==> src/rtl/fetch_queue.sv <==
// fetch_queue: in-order bundle FIFO between fetch and decode with flush and stall back-pressure.
// Optional same-cycle empty-queue bypass under FETCH_QUEUE_BYPASS_EN.
`ifndef FETCH_WIDTH
`define FETCH_WIDTH 2
`endif
`ifndef INST_ADDR_WIDTH
`define INST_ADDR_WIDTH 16
`endif
module fetch_queue #(
    parameter int FETCH_WIDTH     = `FETCH_WIDTH,
    parameter int INST_ADDR_WIDTH = `INST_ADDR_WIDTH,
    parameter int DEPTH           = 4
) (
    input  logic                          clk,
    input  logic                          reset,
    input  logic                          flush,
    input  logic                          in_valid,
    input  logic [32*FETCH_WIDTH-1:0]     in_inst,
    input  logic [INST_ADDR_WIDTH-1:0]    in_pc,
    output logic                          stall_out,
    output logic                          out_valid,
    input  logic                          out_ready,
    output logic [32*FETCH_WIDTH-1:0]     out_inst,
    output logic [INST_ADDR_WIDTH-1:0]    out_pc,
    output logic [INST_ADDR_WIDTH-1:0]    out_pc_plus_4,
    output logic [$clog2(DEPTH+1)-1:0]    count
);
    localparam int AW = $clog2(DEPTH);
    localparam int CW = $clog2(DEPTH+1);
    localparam int IW = 32*FETCH_WIDTH;
    logic [IW-1:0]              mem_inst [DEPTH];
    logic [INST_ADDR_WIDTH-1:0] mem_pc   [DEPTH];
    logic [AW-1:0] wr_ptr, rd_ptr;
    logic full, empty, byp, push, pop;
    assign full  = count == CW'(DEPTH);
    assign empty = count == '0;
`ifdef FETCH_QUEUE_BYPASS_EN
    assign byp = empty & in_valid & ~flush;
`else
    assign byp = 1'b0;
`endif
    // A bypassed bundle taken by decode this cycle is never written.
    assign push = in_valid & ~full & ~flush & ~(byp & out_ready);
    assign pop  = ~empty & out_ready & ~flush;
    always_comb begin
        stall_out     = full;
        out_valid     = ~empty | byp;
        out_inst      = byp ? in_inst : empty ? '0 : mem_inst[rd_ptr];
        out_pc        = byp ? in_pc : empty ? '0 : mem_pc[rd_ptr];
        out_pc_plus_4 = out_pc + INST_ADDR_WIDTH'(4);
    end
    always_ff @(posedge clk or posedge reset) begin
        if (reset) begin
            wr_ptr <= '0;
            rd_ptr <= '0;
            count  <= '0;
        end else if (flush) begin
            wr_ptr <= '0;
            rd_ptr <= '0;
            count  <= '0;
        end else begin
            if (push) wr_ptr <= wr_ptr + AW'(1);
            if (pop) rd_ptr <= rd_ptr + AW'(1);
            count <= count + CW'(push) - CW'(pop);
        end
    end
    always_ff @(posedge clk) begin
        if (push) begin
            mem_inst[wr_ptr] <= in_inst;
            mem_pc[wr_ptr]   <= in_pc;
        end
    end
endmodule

==> config.mk <==
export PLATFORM = sky130hd
export DESIGN_NAME = fetch_queue
export DESIGN_NICKNAME = d
export VERILOG_FILES = /design/src/rtl/fetch_queue.sv
export SDC_FILE = /design/constraint.sdc
export NUM_CORES = 1
export LEC_CHECK = 0
export CAP_MARGIN = 20
export CORE_UTILIZATION = 50
export CTS_BUF_LIST = sky130_fd_sc_hd__clkbuf_8
export DETAILED_ROUTE_END_ITERATION = 10
export PLACE_DENSITY = 0.74
export SLEW_MARGIN = 10
export SYNTH_ARGS = -nofsm -noshare
export SYNTH_HDL_FRONTEND = slang
export SYNTH_SLANG_ARGS = --single-unit
export TNS_END_PERCENT = 20
==> constraint.sdc <==
create_clock -name clk -period 3.75 [get_ports clk]
set_input_delay 0.375 -clock clk [delete_from_list [all_inputs] [get_ports clk]]
set_output_delay 0.375 -clock clk [all_outputs]
set_load 0.03 [all_outputs]
==> reports/metrics.yaml <==
power_and_ir_drop:
  leakagePower_nw: 5.31
  vdd_drop_max_mv: 0.590
  total_power_w: 0.0112
  power.density_nw_per_um2: 691
setup_path:
  startpoint: "rd_ptr[0]$_DFFE_PP0P_"
  worstPathRequired_ns: 3.38
  cp_max_fo: 14
  reg2reg_depth: 14
  r2r_slack_ns: 1.03
  critPathMaxStageDelay_ns: 0.68
  cp_slowest_cell: "clkdlybuf4s50_1"
  worstSetupPathType: "flop to output port"
  cp-end-kind: "output port"
  crit_end: "out_pc_plus_4[8]"
  cp.arrival_ns: 3.21
  worstReg2RegStart: "count[1]$_DFF_PP0_"
  critical_path.startpoint_type: "flop"
  regToRegEndpoint: "count[2]$_DFF_PP0_"
  cp_cell_sequence: "mux4_1, and2_1, ha_1, and4b_1, xor2_1, clkdlybuf4s50_1"
global_route:
  track_usage: 0.194
  grt_first_pass_wirelength_um: 38700
  grt_pass1_vias: 7038
  overflow: 0
  antenna_found_initial: 1
  grt_start_max_net_pins: 52
finish:
  post-route-util: 0.639
  mostFrequentLayoutCells: "edfxtp_1 (320), clkdlybuf4s50_1 (181), and2_1 (80)"
  drive_gt1_frac: 0.193
  layout_commonest_cell: "edfxtp_1"
  area_growth_pct: 24.8
  fin_nets: 934
  fin_cells: 1212
cts:
  cts_root_buffer: "clkbuf_8"
  clock_latency_ns: 0.54
  cts_tree: "done"
  htree_levels: 2
  cts.path.max_buffers: 3
  numCtsBuffers: 49
  cts_sinks: 327
  clk_pin_slew_ns: 0.06
  cts_hold_buf: 0
placement:
  place_inst: 1114
  gp_congestion: 0.812
  dp_hpwl_um: 15400
  port_buffers: 185
drt:
  detail-route-antenna-nets: 0
  drtIter0Drc: 459
  dr.pass1.iters: 4
  drt_wl_total_um: 24800
  drcViolationCount: 0
  wl_per_cell_um: 20.5
  vias_per_cell: 5.37
  dr_total_vias: 6504
floorplan:
  dieArea_sq_um: 26500
  die_w_um: 163
  core.rowCount: 58
  core_sq_um: 25300
  start_util: 0.512
  die_h_um: 163
  io_pins: 186
sta:
  drv_slew: 0
  fin_crit_sh: 0.957
  finalHoldViolCount: 0
  worstMarginPinSlew_ns: 0.832
  fin_worst_skew_ns: 0.0108
  grt_setup_unrepaired: "no"
  period_minus_slack_ns: 3.59
  setup_viol: 0
  max_freq_mhz: 279
  max-slew-margin-rel: 0.440
logic_synthesis:
  synth_edf_count: 320
  avgSynthCellArea_sq_um: 21.1
  synth-main-ff-cell: "edfxtp_1"
  synth-seq-cells: 327
  synth-async-reset-ratio: 0.0214
  syn_inst: 614
  synth_cell_types: 34
  yosysSeqAreaShare: 0.757
  syn_area_sq_um: 12900
  yosysWarningCount: 0
  syn-num-nets: 707
run_status:
  outcome: "finished clean"
flow_run:
  drv_cap: 0
worst_hold_path:
  min_path_type: "input port to async pin"
-- registers in the layout, indices dropped and copies added (netlist names) --
register and cells:
count 3, mem_inst 256, mem_pc 64, rd_ptr 2, wr_ptr 2
-- how the worst min path moves through the flow --
stage                                from                    end  cells after the start
finish                              reset  wr_ptr[0]$_DFFE_PP0P_                      2
global route                        reset  wr_ptr[0]$_DFFE_PP0P_                      2
CTS                                 reset  wr_ptr[0]$_DFFE_PP0P_                      2
detailed placement  wr_ptr[1]$_DFFE_PP0P_  wr_ptr[1]$_DFFE_PP0P_                      2
global placement    wr_ptr[1]$_DFFE_PP0P_  wr_ptr[1]$_DFFE_PP0P_                      2
floorplan                           reset     count[0]$_DFF_PP0_                      1
-- where the power goes --
part           total [W]  internal [W]  switching (W)
logic            0.00428       0.00190        0.00237
clock network    0.00253       0.00126        0.00127
registers        0.00435       0.00425      0.0000987
total             0.0112       0.00742        0.00374
-- metrics by stage --
step | setup TNS (ns) | instance area [sq um] | hold slack [ns] | setup slack, ns
global placement | 0 | 15200 | 0.561 | 0.471
detailed placement | 0 | 15200 | 0.626 | 0.422
global route | 0 | 16100 | 0.0926 | 0.0137
floorplan | 0 | 12900 | 0.178 | 0.130
finish | 0 | 16100 | 0.0919 | 0.163
CTS | -0.00619 | 16100 | 0.0589 | -0.00619
-- worst max-delay path, delay by kind of cell (launching register included) --
| kind | cells | cell delay [ns] |
|---|---|---|
| AND/OR/NAND/NOR | 2 | 0.46 |
| flip-flops | 1 | 0.54 |
| XOR/XNOR | 1 | 0.15 |
| multiplexers | 1 | 0.58 |
| buffers and inverters | 1 | 0.68 |
| adder cells (fa/ha/maj) | 1 | 0.24 |
-- cells by family after synthesis --
family | after synthesis | synth area share
XOR/XNOR | 16 | 0.0108
flip-flops | 327 | 0.757
AND/OR/NAND/NOR | 137 | 0.0621
buffers and inverters | 40 | 0.0144
adder cells (fa/ha/maj) | 8 | 0.00832
AO/OA/AOI/OAI | 2 | 0.000968
multiplexers | 84 | 0.147
-- what timing repair did --
action | 4_1_cts | 5_1_grt
resized for setup | 5 | 2
buffers inserted | 0 | 6
endpoints found under the hold margin | 0 | 0
setup endpoints to repair | 6 | 3
-- final cells by class --
| cell class | instances | area, sq um |
|---|---|---|
| antenna | 1 | 2.50 |
| sequential | 327 | 9790 |
| clock inverter | 40 | 165 |
| fill | 1739 | 9120 |
| multi-input combinational | 247 | 2970 |
| tap | 330 | 413 |
| clock buffer | 51 | 702 |
| inverter | 8 | 30.0 |
| timing repair buffer | 208 | 2060 |
-- synthesized netlist by cell type, drive strengths merged, types with 3 or more instances --
cell type	number	share of area
edfxtp	320	0.74
and2	85	0.041
mux4	83	0.15
buf	22	0.0092
nor2	17	0.0049
nand2	16	0.0046
clkbuf	10	0.0029
xor2	10	0.0068
inv	8	0.0023
dfrtp	7	0.014
ha	7	0.0068
xnor2	6	0.0041
nand4	3	0.0015
-- metal layers --
metal	track usage	vias up	wire length, um
li1	-	2923	-
met4	0.0552	0	408
met2	0.314	236	12000
met1	0.256	3309	10400
met5	0	-	0
met3	0.0581	36	1990
(Power assumes the default switching activity.)
